[config.mk]
export PLATFORM = sky130hd
export DESIGN_NAME = rx_sequencer
export DESIGN_NICKNAME = d
export VERILOG_FILES = /design/src/rtl/rx_sequencer.sv
export SDC_FILE = /design/constraint.sdc
export NUM_CORES = 1
export LEC_CHECK = 0
export CORE_MARGIN = 2
export CORE_UTILIZATION = 49
export DETAILED_ROUTE_END_ITERATION = 10
export HOLD_SLACK_MARGIN = 0.08
export PLACE_DENSITY = 0.87
export SETUP_SLACK_MARGIN = 0.02
export SYNTH_ARGS = -nofsm -noshare
export SYNTH_HDL_FRONTEND = slang
export SYNTH_SLANG_ARGS = --single-unit
[constraint.sdc]
create_clock -name clk -period 2.19 [get_ports clk]
set_input_delay 0.438 -clock clk [delete_from_list [all_inputs] [get_ports clk]]
set_output_delay 0.438 -clock clk [all_outputs]
set_load 0.005 [all_outputs]
[src/rtl/rx_sequencer.sv]
// rx_sequencer -- receive control unit of the UART receiver.
//
// Watches the raw serial line for a start bit, times every bit period and
// pulses shift_strobe near the middle of each of the nine bits that follow
// the start bit (8 data bits, LSB first, then the stop bit). The bits are
// collected by an external sr_9bit shift register. After the ninth strobe
// the stop bit is checked. A good frame is copied into the rx_data buffer.
//
// Ports
//   clk            system clock, all flops on the rising edge
//   n_rst          asynchronous active-low reset
//   serial_in      raw serial line, idle high, asynchronous to clk
//   stop_bit       stop-bit output of sr_9bit
//   packet_data    data-bit outputs of sr_9bit
//   data_read      one-cycle pulse: the consumer has taken rx_data
//   shift_strobe   one-cycle shift enable to sr_9bit
//   rx_data        buffered received byte (8'hFF after reset)
//   data_ready     rx_data holds an unread byte
//   overrun_error  a byte was overwritten before it was read
//   framing_error  the last frame had a stop bit of 0
//   busy           the sequencer is inside a frame (state != IDLE)
//
// Consumer handshake: data_ready acts as "valid" and data_read as a one-cycle
// "taken" pulse. A pulse while data_ready is high clears data_ready and
// overrun_error on the next cycle. A pulse in the cycle that loads a new byte
// only clears overrun_error, because the new byte is still unread.
module rx_sequencer #(
   parameter int CLKS_PER_BIT = 10
) (
   input  logic       clk,
   input  logic       n_rst,
   input  logic       serial_in,
   input  logic       stop_bit,
   input  logic [7:0] packet_data,
   input  logic       data_read,
   output logic       shift_strobe,
   output logic [7:0] rx_data,
   output logic       data_ready,
   output logic       overrun_error,
   output logic       framing_error,
   output logic       busy
);

   // Timer width: ceil(log2(1.5 * CLKS_PER_BIT)), computed in integers.
   localparam int TW = $clog2((3 * CLKS_PER_BIT + 1) / 2);

   localparam logic [TW-1:0] HALF_LOAD = TW'(CLKS_PER_BIT / 2 - 1);
   localparam logic [TW-1:0] FULL_LOAD = TW'(CLKS_PER_BIT - 1);

   localparam logic [2:0] IDLE     = 3'd0;
   localparam logic [2:0] START    = 3'd1;
   localparam logic [2:0] RECEIVE  = 3'd2;
   localparam logic [2:0] STOP_CHK = 3'd3;
   localparam logic [2:0] LOAD     = 3'd4;

   logic [2:0]    state;
   logic [TW-1:0] timer;
   logic [3:0]    bit_cnt;
   logic          s1, s2, s3;
   logic          start_edge;

   // s1/s2 resynchronise the line. s3 is s2 delayed by one cycle, so a
   // high-to-low step of the synchronised line marks the start bit.
   assign start_edge = s3 & ~s2;

   assign shift_strobe = (state == RECEIVE) && (timer == '0);
   assign busy         = (state != IDLE);

   always_ff @(posedge clk or negedge n_rst) begin
      if (!n_rst) begin
         state         <= IDLE;
         timer         <= '0;
         bit_cnt       <= '0;
         s1            <= 1'b1;
         s2            <= 1'b1;
         s3            <= 1'b1;
         rx_data       <= 8'hFF;
         data_ready    <= 1'b0;
         overrun_error <= 1'b0;
         framing_error <= 1'b0;
      end else begin
         s1 <= serial_in;
         s2 <= s1;
         s3 <= s2;

         // Outside LOAD a read simply empties the buffer. LOAD handles the
         // coincident case itself.
         if (data_read && (state != LOAD)) begin
            data_ready    <= 1'b0;
            overrun_error <= 1'b0;
         end

         case (state)
            IDLE: begin
               if (start_edge) begin
                  state         <= START;
                  timer         <= HALF_LOAD;
                  framing_error <= 1'b0;
               end
            end

            START: begin
               // Half a bit after the edge: a line that is high again was a
               // glitch, not a start bit.
               if (timer == '0) begin
                  if (s2) begin
                     state <= IDLE;
                  end else begin
                     state   <= RECEIVE;
                     timer   <= FULL_LOAD;
                     bit_cnt <= '0;
                  end
               end else begin
                  timer <= timer - TW'(1);
               end
            end

            RECEIVE: begin
               if (timer == '0) begin
                  timer   <= FULL_LOAD;
                  bit_cnt <= bit_cnt + 4'd1;
                  // bit_cnt == 8 here means this strobe is the ninth one.
                  if (bit_cnt == 4'd8) begin
                     state <= STOP_CHK;
                  end
               end else begin
                  timer <= timer - TW'(1);
               end
            end

            STOP_CHK: begin
               if (stop_bit) begin
                  state <= LOAD;
               end else begin
                  framing_error <= 1'b1;
                  state         <= IDLE;
               end
            end

            LOAD: begin
               rx_data    <= packet_data;
               data_ready <= 1'b1;
               if (data_read) begin
                  overrun_error <= 1'b0;
               end else if (data_ready) begin
                  overrun_error <= 1'b1;
               end
               state <= IDLE;
            end

            default: begin
               state <= IDLE;
            end
         endcase
      end
   end

endmodule

## Word-level counts from Yosys, hierarchy flattened

Cells that the tools add are included.

- Register bits: 25
- Output and inout port bits: 13
- Input bits: 13
- Logic and storage cells: 65

- Multiplexer cells: 25
- Reduce and logical (&&, ||, !) cells: 13
- Add/sub/neg operators: 2
- Equality and inequality tests: 13
- Bitwise gates (word level): 2

Operators by type and width:

| cell | count |
|---|---|
| $mux W4 | 7 |
| $mux W3 | 5 |
| $pmux W3 S4 | 1 |
| $pmux W4 S3 | 1 |
| $mux W1 | 8 |
| $ne A2 B2 Y1 const B | 4 |
| $pmux W4 S2 | 1 |
| $reduce_and A4 Y1 | 2 |
| $eq A3 B2 Y1 const B | 2 |
| $ne A3 B3 Y1 const B | 2 |
| $reduce_and A3 Y1 | 2 |
| $reduce_bool A2 Y1 | 3 |
| $reduce_bool A3 Y1 | 2 |
| $add A4 B1 Y4 const B | 1 |
| $eq A4 B4 Y1 const B | 1 |
| $logic_not A4 Y1 | 1 |
| $ne A2 B1 Y1 const B | 2 |
| $sub A4 B1 Y4 const B | 1 |
| $eq A3 B1 Y1 const B | 1 |
| $eq A3 B3 Y1 const B | 1 |
| $logic_not A3 Y1 | 1 |
| $logic_and A1 B1 Y1 | 2 |
| $mux W2 | 1 |
| $pmux W1 S2 | 1 |
| 2 further kinds | 2 |

## Depth between registers and ports, before layout

Gate-level depths: netlist of the first run.

- Depth after elaboration: 6
- Gate-level depth with buffers: 6
- Gate-level depth less buffers: 6

## Least setup slack after synthesis of the first run

Ideal clock, no wire load.

- Path type: reg2reg
- From: register timer[0]
- To: register bit_cnt[0]
- Arrival time: 1607 ps
- Setup slack: 458 ps
- Stages on the path, launching flop included: 7
- Buffers on the path: 0
- Library setup time: 125 ps
- Required time: 2065 ps
- Period minus slack after synthesis: 1732 ps
- Cells stage by stage: dfrtp_1 > inv_1 > ha_1 > or3b_4 > nor3_4 > a21oi_1 > mux2_4

- Longest elaborated chain between the ends: 3
- Elaborated cells on any way between the ends: 4
- Classes of those cells: eq/ne (2); reduce/logical (2)

RTL lines:

| element | line | text |
|---|---|---|
| from (decl) | 57 | `logic [TW-1:0] timer;` |
| from (signal assigned) | 114 | `timer <= timer - TW'(1);` |
| from (signal assigned) | 127 | `timer <= timer - TW'(1);` |
| $logic_not A4 Y1 (*) | 105, 119 |  |
| $ne A2 B2 Y1 (no line) or $ne A2 B1 Y1 (tied branches) | -- |  |
| $reduce_and A4 Y1 (no line) (*) | -- |  |
| to (signal assigned) | 121 | `bit_cnt <= bit_cnt + 4'd1;` |
| to (decl) | 58 | `logic [3:0] bit_cnt;` |

Mark *: on every way between the ends. The rest lies on a longest branch, timed or not.
A chain may end at the register's enable or synchronous reset.

## Final worst setup path of the first run

- From: register state[2]
- To: output port busy

- Longest elaborated chain between the ends: 1

RTL lines:

| element | line | text |
|---|---|---|
| from (decl) | 56 | `logic [2:0] state;` |
| from (signal assigned) | 71 | `state <= IDLE;` |
| from (signal assigned) | 96 | `state <= START;` |
| from (signal assigned) | 107 | `state <= IDLE;` |
| $reduce_bool A3 Y1 | 67 | `assign busy = (state != IDLE);` |
| to (decl) | 41 | `output logic busy` |

No other way between the ends.

==> impl_metrics.yaml, run 1 <==
status:
  status: "completed"
clocking:
  htreeDepth: 1
  numCtsBuffers: 3
  clock_path_buffers: 2
  clkSlewWorstSetupHoldPaths_ps: 130
  clk_latency_ps: 310
  cts_tree: "yes"
  cts-root-buf: "clkbuf_4"
  cts_sinks: 25
floorplanning:
  dieArea_um2: 2932
  dieHeight_um: 54.15
  rows: 18
  start_util_pct: 50.67
  core_region_area_um2: 2432
  die-width_um: 54.15
  num_io_pins: 26
sta:
  min_period_ps: 2089
  slew_headroom_pct: 59.41
  period_share_pct: 95.41
  rsz0062_at_grt: "false"
  worstMarginPinSlew_ps: 603.7
  slew_violations: 0
  finalClockSkew_ps: 1.780
  report.final.hold_viol_count: 0
  finalSetupViolCount: 0
  fmax_mhz: 478.6
  finalWorstSetupSlack_ps: 100.6
yosys:
  synth_cell_types: 39
  syn-cell-area_um2: 1232
  yosysWarnings: 0
  synth-seq-area-share_pct: 51.88
  synth_ff_type: "dfrtp_1"
  syn_avg_cell_area_um2: 11.74
  synth.net_count: 121
  synth-edff-count: 0
  synthCells: 105
  async_flop_share_pct: 100.0
  ys_ff_latch: 25
setup_path:
  critPathCaptureType: "primary output"
  arrival_ps: 1650
  worst-path-max-fanout: 10
  criticalPathCategory: "flop to primary output"
  critPathLaunch: "state[2]"
  required_ps: 1750
  r2r_cells: 7
  worstSetupStartpointType: "flop"
  rrSetupSlack_ps: 320
  r2r-start: "timer[1]"
  reg2reg_to: "bit_cnt[0]"
final_layout:
  mostFrequentLayoutCell: "clkdlybuf4s50_1"
  drive_above_1_share_pct: 30.71
  stdcell_area_um2: 1583
  diodes: 0
  syn2layout_area_growth_pct: 28.43
  layout_common_cells: "24 x clkdlybuf4s50_1, 14 x dfrtp_1, 11 x buf_4, 11 x dfstp_2"
  nets: 157
drt:
  first_pass_iters: 4
  ant_nets: 0
  vias_per_cell: 5.471
  wl_um: 2562
  routedWlPerCell_um: 15.07
  num_vias: 930
  drc_errors: 0
  drtIter0Drc: 13
placed_design:
  postPlaceCellArea_um2: 1536
  gp_congestion: 0.8491
  pre_cts_slack_ps: -5.486
  hpwl_um: 1909
  port_buffers: 25
global_routing:
  grt_max_degree: 26
  grt_pass1_wl_um: 4609
  grt_overflow_total: 0
  grt_pass1_vias: 1021
  grt_usage_pct: 22.12
  antenna_found_initial: 0
flow_run:
  drv_cap: 0
pwr:
  power_leakage_nw: 0.6950
  irDropWorstVdd_mv: 0.7958
  p_per_area_nw_per_um2: 1112
min_path:
  hold_end: "s2"
  holdCritStartpoint: "s1"
  hold_depth: 0
  hp-class: "flop to flop"
[synthesized netlist by cell type (2+ instances only)]
cell      instances  share of area (%)
a21o_1            3                1.8
o21ai_0           3                1.2
nand2_1           4                1.2
inv_1             7                2.1
ha_1              3                3.0
a21oi_1           4                1.6
dfstp_2          11                 23
nand3_1           3                1.2
o31ai_1           2                1.2
o22ai_1           3                1.5
nand2b_1          2                1.0
nor2b_1           2                1.0
mux2_2            8                7.3
nor2_1            8                2.4
dfrtp_1          14                 28
buf_6             3                2.7
a31oi_1           2                1.0
and3_1            2                1.0
[layout make-up]
| type | count | area, um^2 |
|---|---|---|
| Fill cell | 204 | 849.6 |
| Clock buffer | 4 | 26.28 |
| Inverter | 7 | 26.28 |
| Tap cell | 30 | 37.54 |
| Timing Repair Buffer | 36 | 327.8 |
| Sequential cell | 25 | 639.4 |
| Multi-Input combinational cell | 68 | 525.5 |
[power by group]
group | switching [mW] | internal [mW] | total (mW) | leakage, nW
registers | 0.103 | 0.639 | 0.743 | 0.297
clock network | 0.133 | 0.0712 | 0.204 | 0.0150
logic | 0.353 | 0.460 | 0.813 | 0.383
total | 0.590 | 1.17 | 1.76 | 0.695
[through the flow]
step	setup TNS [ps]	instances	utilization [%]	total power [mW]	hold WS, ps
after floorplan	0	105	-	1.196	142.4
after global placement	0	163	63.17	1.463	347.4
after detailed placement	-5.486	163	63.17	1.517	353.2
after CTS	0	169	64.76	1.756	371.7
after global routing	0	170	65.07	1.885	375.4
final	0	170	65.07	1.760	371.0
[per-layer routing]
layer	wire, um	GRT usage [%]	vias to the layer above
met2	1330	38.96	28
met4	19	8.750	0
met3	128	4.722	2
met1	1084	25.99	459
met5	0	0	-
li1	-	-	441
[logic make-up after synthesis]
family / after synthesis / synth area share [%]
flip-flops: 25 / 51.88
adder cells (fa/ha/maj): 3 / 3.046
XOR/XNOR: 2 / 1.422
buffers and inverters: 12 / 5.685
AND/OR/NAND/NOR: 31 / 16.85
AO/OA/AOI/OAI: 23 / 12.59
multiplexers: 9 / 8.528
[timing repair]
action,4_1_cts,5_1_grt
pin swaps,1,1
gates resized for setup,5,0
setup buffers,2,1
hold buffers,0,0
setup endpoints to repair,1,1
[worst max path at each step]
stage	endpoint
after CTS	busy
after detailed placement	shift_strobe
after global placement	shift_strobe
after floorplan	bit_cnt[0]
final	busy
after global routing	busy
[flip-flops by register name, summed over array words and instances, names as in the netlist]
name	count
rx_data	8
bit_cnt	4
timer	4
state	3
data_ready	1
framing_error	1
overrun_error	1
s1	1
s2	1
s3	1
[worst max-delay path, stage by stage (launching register included)]
cell and delay [ps]:
dfrtp_1 410, buf_4 180, or3_1 310, clkdlybuf4s50_1 450
Note: power is estimated with default switching activity, not from simulation.
==> run 2, diff against run 1 <==
--- a/config.mk
+++ b/config.mk
@@ -6,10 +6,11 @@
 export NUM_CORES = 1
 export LEC_CHECK = 0
 export CORE_MARGIN = 2
-export CORE_UTILIZATION = 49
+export CORE_UTILIZATION = 55
 export DETAILED_ROUTE_END_ITERATION = 10
+export DONT_BUFFER_PORTS = 1
 export HOLD_SLACK_MARGIN = 0.08
-export PLACE_DENSITY = 0.87
+export PLACE_DENSITY = 0.8
 export SETUP_SLACK_MARGIN = 0.02
 export SYNTH_ARGS = -nofsm -noshare
 export SYNTH_HDL_FRONTEND = slang
==> run 2 against run 1 <==
Compared with the run above: global-route usage down 4.6 points; setup slack got worse by 3.5 ps; sequential power grew 9.0%; first-iteration DRC count grew to 2.5 times the previous value; non-clock buffer count decreased by 31; utilization fell by 4.9 points; design area decreased by 17%; total power down 14%; sequential share of layout area increased by 8.6 points; critical path type unchanged; clock skew is 13 ps higher; combinational power decreased by 38%; largest cell class unchanged.
==> impl_metrics.yaml, run 2 (same netlist as run 1, synthesis figures left out) <==
status:
  status: "completed"
global_routing:
  gr-usage-met3_pct: 4.386
  antenna_found_initial: 0
  grt_use_met1_pct: 24.47
  grt_max_degree: 26
  use_met2_pct: 25.76
  grt_overflow_total: 0
  grt-busiest-layer: "met2"
  grt_usage_pct: 17.53
  grt_pass1_wl_um: 3381
  grt_pass1_vias: 775
sta:
  worstMarginPinSlew_ps: 1049
  min_period_ps: 2093
  report.final.hold_viol_count: 0
  period_share_pct: 95.57
  rsz0062_at_grt: "false"
  finalWorstSetupSlack_ps: 97.07
  slew_headroom_pct: 29.81
  finalClockSkew_ps: 14.63
  finalSetupViolCount: 0
  fmax_mhz: 477.8
  setup_tns_ps: 0
  slew_violations: 0
  holdWs_ps: 157.7
clocking:
  cts_sinks: 25
  numCtsBuffers: 3
  clk_latency_ps: 320
  clock_path_buffers: 2
  clkSlewWorstSetupHoldPaths_ps: 140
  cts-root-buf: "clkbuf_4"
  cts_tree: "yes"
  htreeDepth: 1
pwr:
  p_per_area_nw_per_um2: 1165
  total_power_mw: 1.522
  irDropWorstVdd_mv: 0.7426
  power_leakage_nw: 0.5709
final_layout:
  diodes: 0
  layout_common_cells: "14 x dfrtp_1, 11 x dfstp_2, 8 x nor2_1, 8 x mux2_2, 6 x inv_1"
  instances_no_fill: 137
  fillCellCount: 177
  multiInputGateArea_um2: 535.5
  largest_reg_flops: 8
  regArea_um2: 639.4
  max_flop_register: "rx_data"
  largest_registers: "rx_data: 8 flops, bit_cnt: 4 flops, timer: 4 flops"
  nets: 126
  mostFrequentLayoutCell: "dfrtp_1"
  finish.utilization_pct: 60.21
  stdcell_area_um2: 1306
  drive_above_1_share_pct: 33.03
  syn2layout_area_growth_pct: 5.990
floorplanning:
  core_region_area_um2: 2170
  rows: 17
  start_util_pct: 56.81
  num_io_pins: 26
  dieArea_um2: 2635
  die-width_um: 51.34
  dieHeight_um: 51.34
setup_path:
  required_ps: 1750
  criticalPathCategory: "flop to primary output"
  slowest_delay_ps: 440
  cp_cell_sequence: "inv_2, ha_4, or3b_4, nor3_4"
  path_buf_inv: 1
  critPathCaptureType: "primary output"
  arrival_ps: 1650
  worst-path-max-fanout: 5
  crit_family: "simple AND/OR/NAND/NOR gates"
  critPathSlowestCell: "dfrtp_1"
  rrSetupSlack_ps: 230
  worstSetupStartpointType: "flop"
drt:
  wl_um: 2095
  vias_per_cell: 5.708
  routedWlPerCell_um: 15.29
  drtIter0Drc: 33
  first_pass_iters: 4
  ant_nets: 0
  num_vias: 782
  drc_errors: 0
placed_design:
  hpwl_um: 1451
  postPlaceCellArea_um2: 1231
  dp.cells: 129
  gp_congestion: 0.8846
  pre_cts_slack_ps: 297.5
  port_buffers: 0
flow_run:
  drv_cap: 0
min_path:
  hp-class: "input pin to flop"
[run 2: power by group]
| group | internal [mW] | switching (mW) | total, mW |
|---|---|---|---|
| clock | 0.0682 | 0.136 | 0.204 |
| combinational | 0.269 | 0.239 | 0.508 |
| sequential | 0.640 | 0.169 | 0.810 |
| total | 0.978 | 0.544 | 1.52 |
[run 2: path summary, 6_finish.rpt]
check                          start            end  cells after the start
max                         timer[0]   shift_strobe                      4
min                        data_read  overrun_error                      1
min in group asynchronous      n_rst       state[2]                      1
min reg2reg                       s1             s2                      0
max in group asynchronous      n_rst       timer[1]                      1
max reg2reg                 timer[0]     bit_cnt[0]                      7
[run 2: metal layers]
| layer | vias to the layer above | wire length [um] |
|---|---|---|
| met3 | 4 | 139 |
| met1 | 367 | 968 |
| met2 | 33 | 949 |
| met4 | 0 | 37 |
| met5 | - | 0 |
| li1 | 378 | - |
[run 2: final cells by class]
cell class                      instances  area share [%]
Clock buffer                            3           1.724
Clock inverter                          1          0.3831
Inverter                                7           2.011
Multi-Input combinational cell         68           41.00
Sequential cell                        25           48.95
Tap cell                               28           2.682
Timing Repair Buffer                    5           3.257
[run 2: timing repair]
action                     CTS  global route
resized for setup            0             3
hold endpoints to repair    25             1
pin swaps                    1             1
setup buffers                0             2
setup endpoints to repair    1             1
hold buffers                 1             1
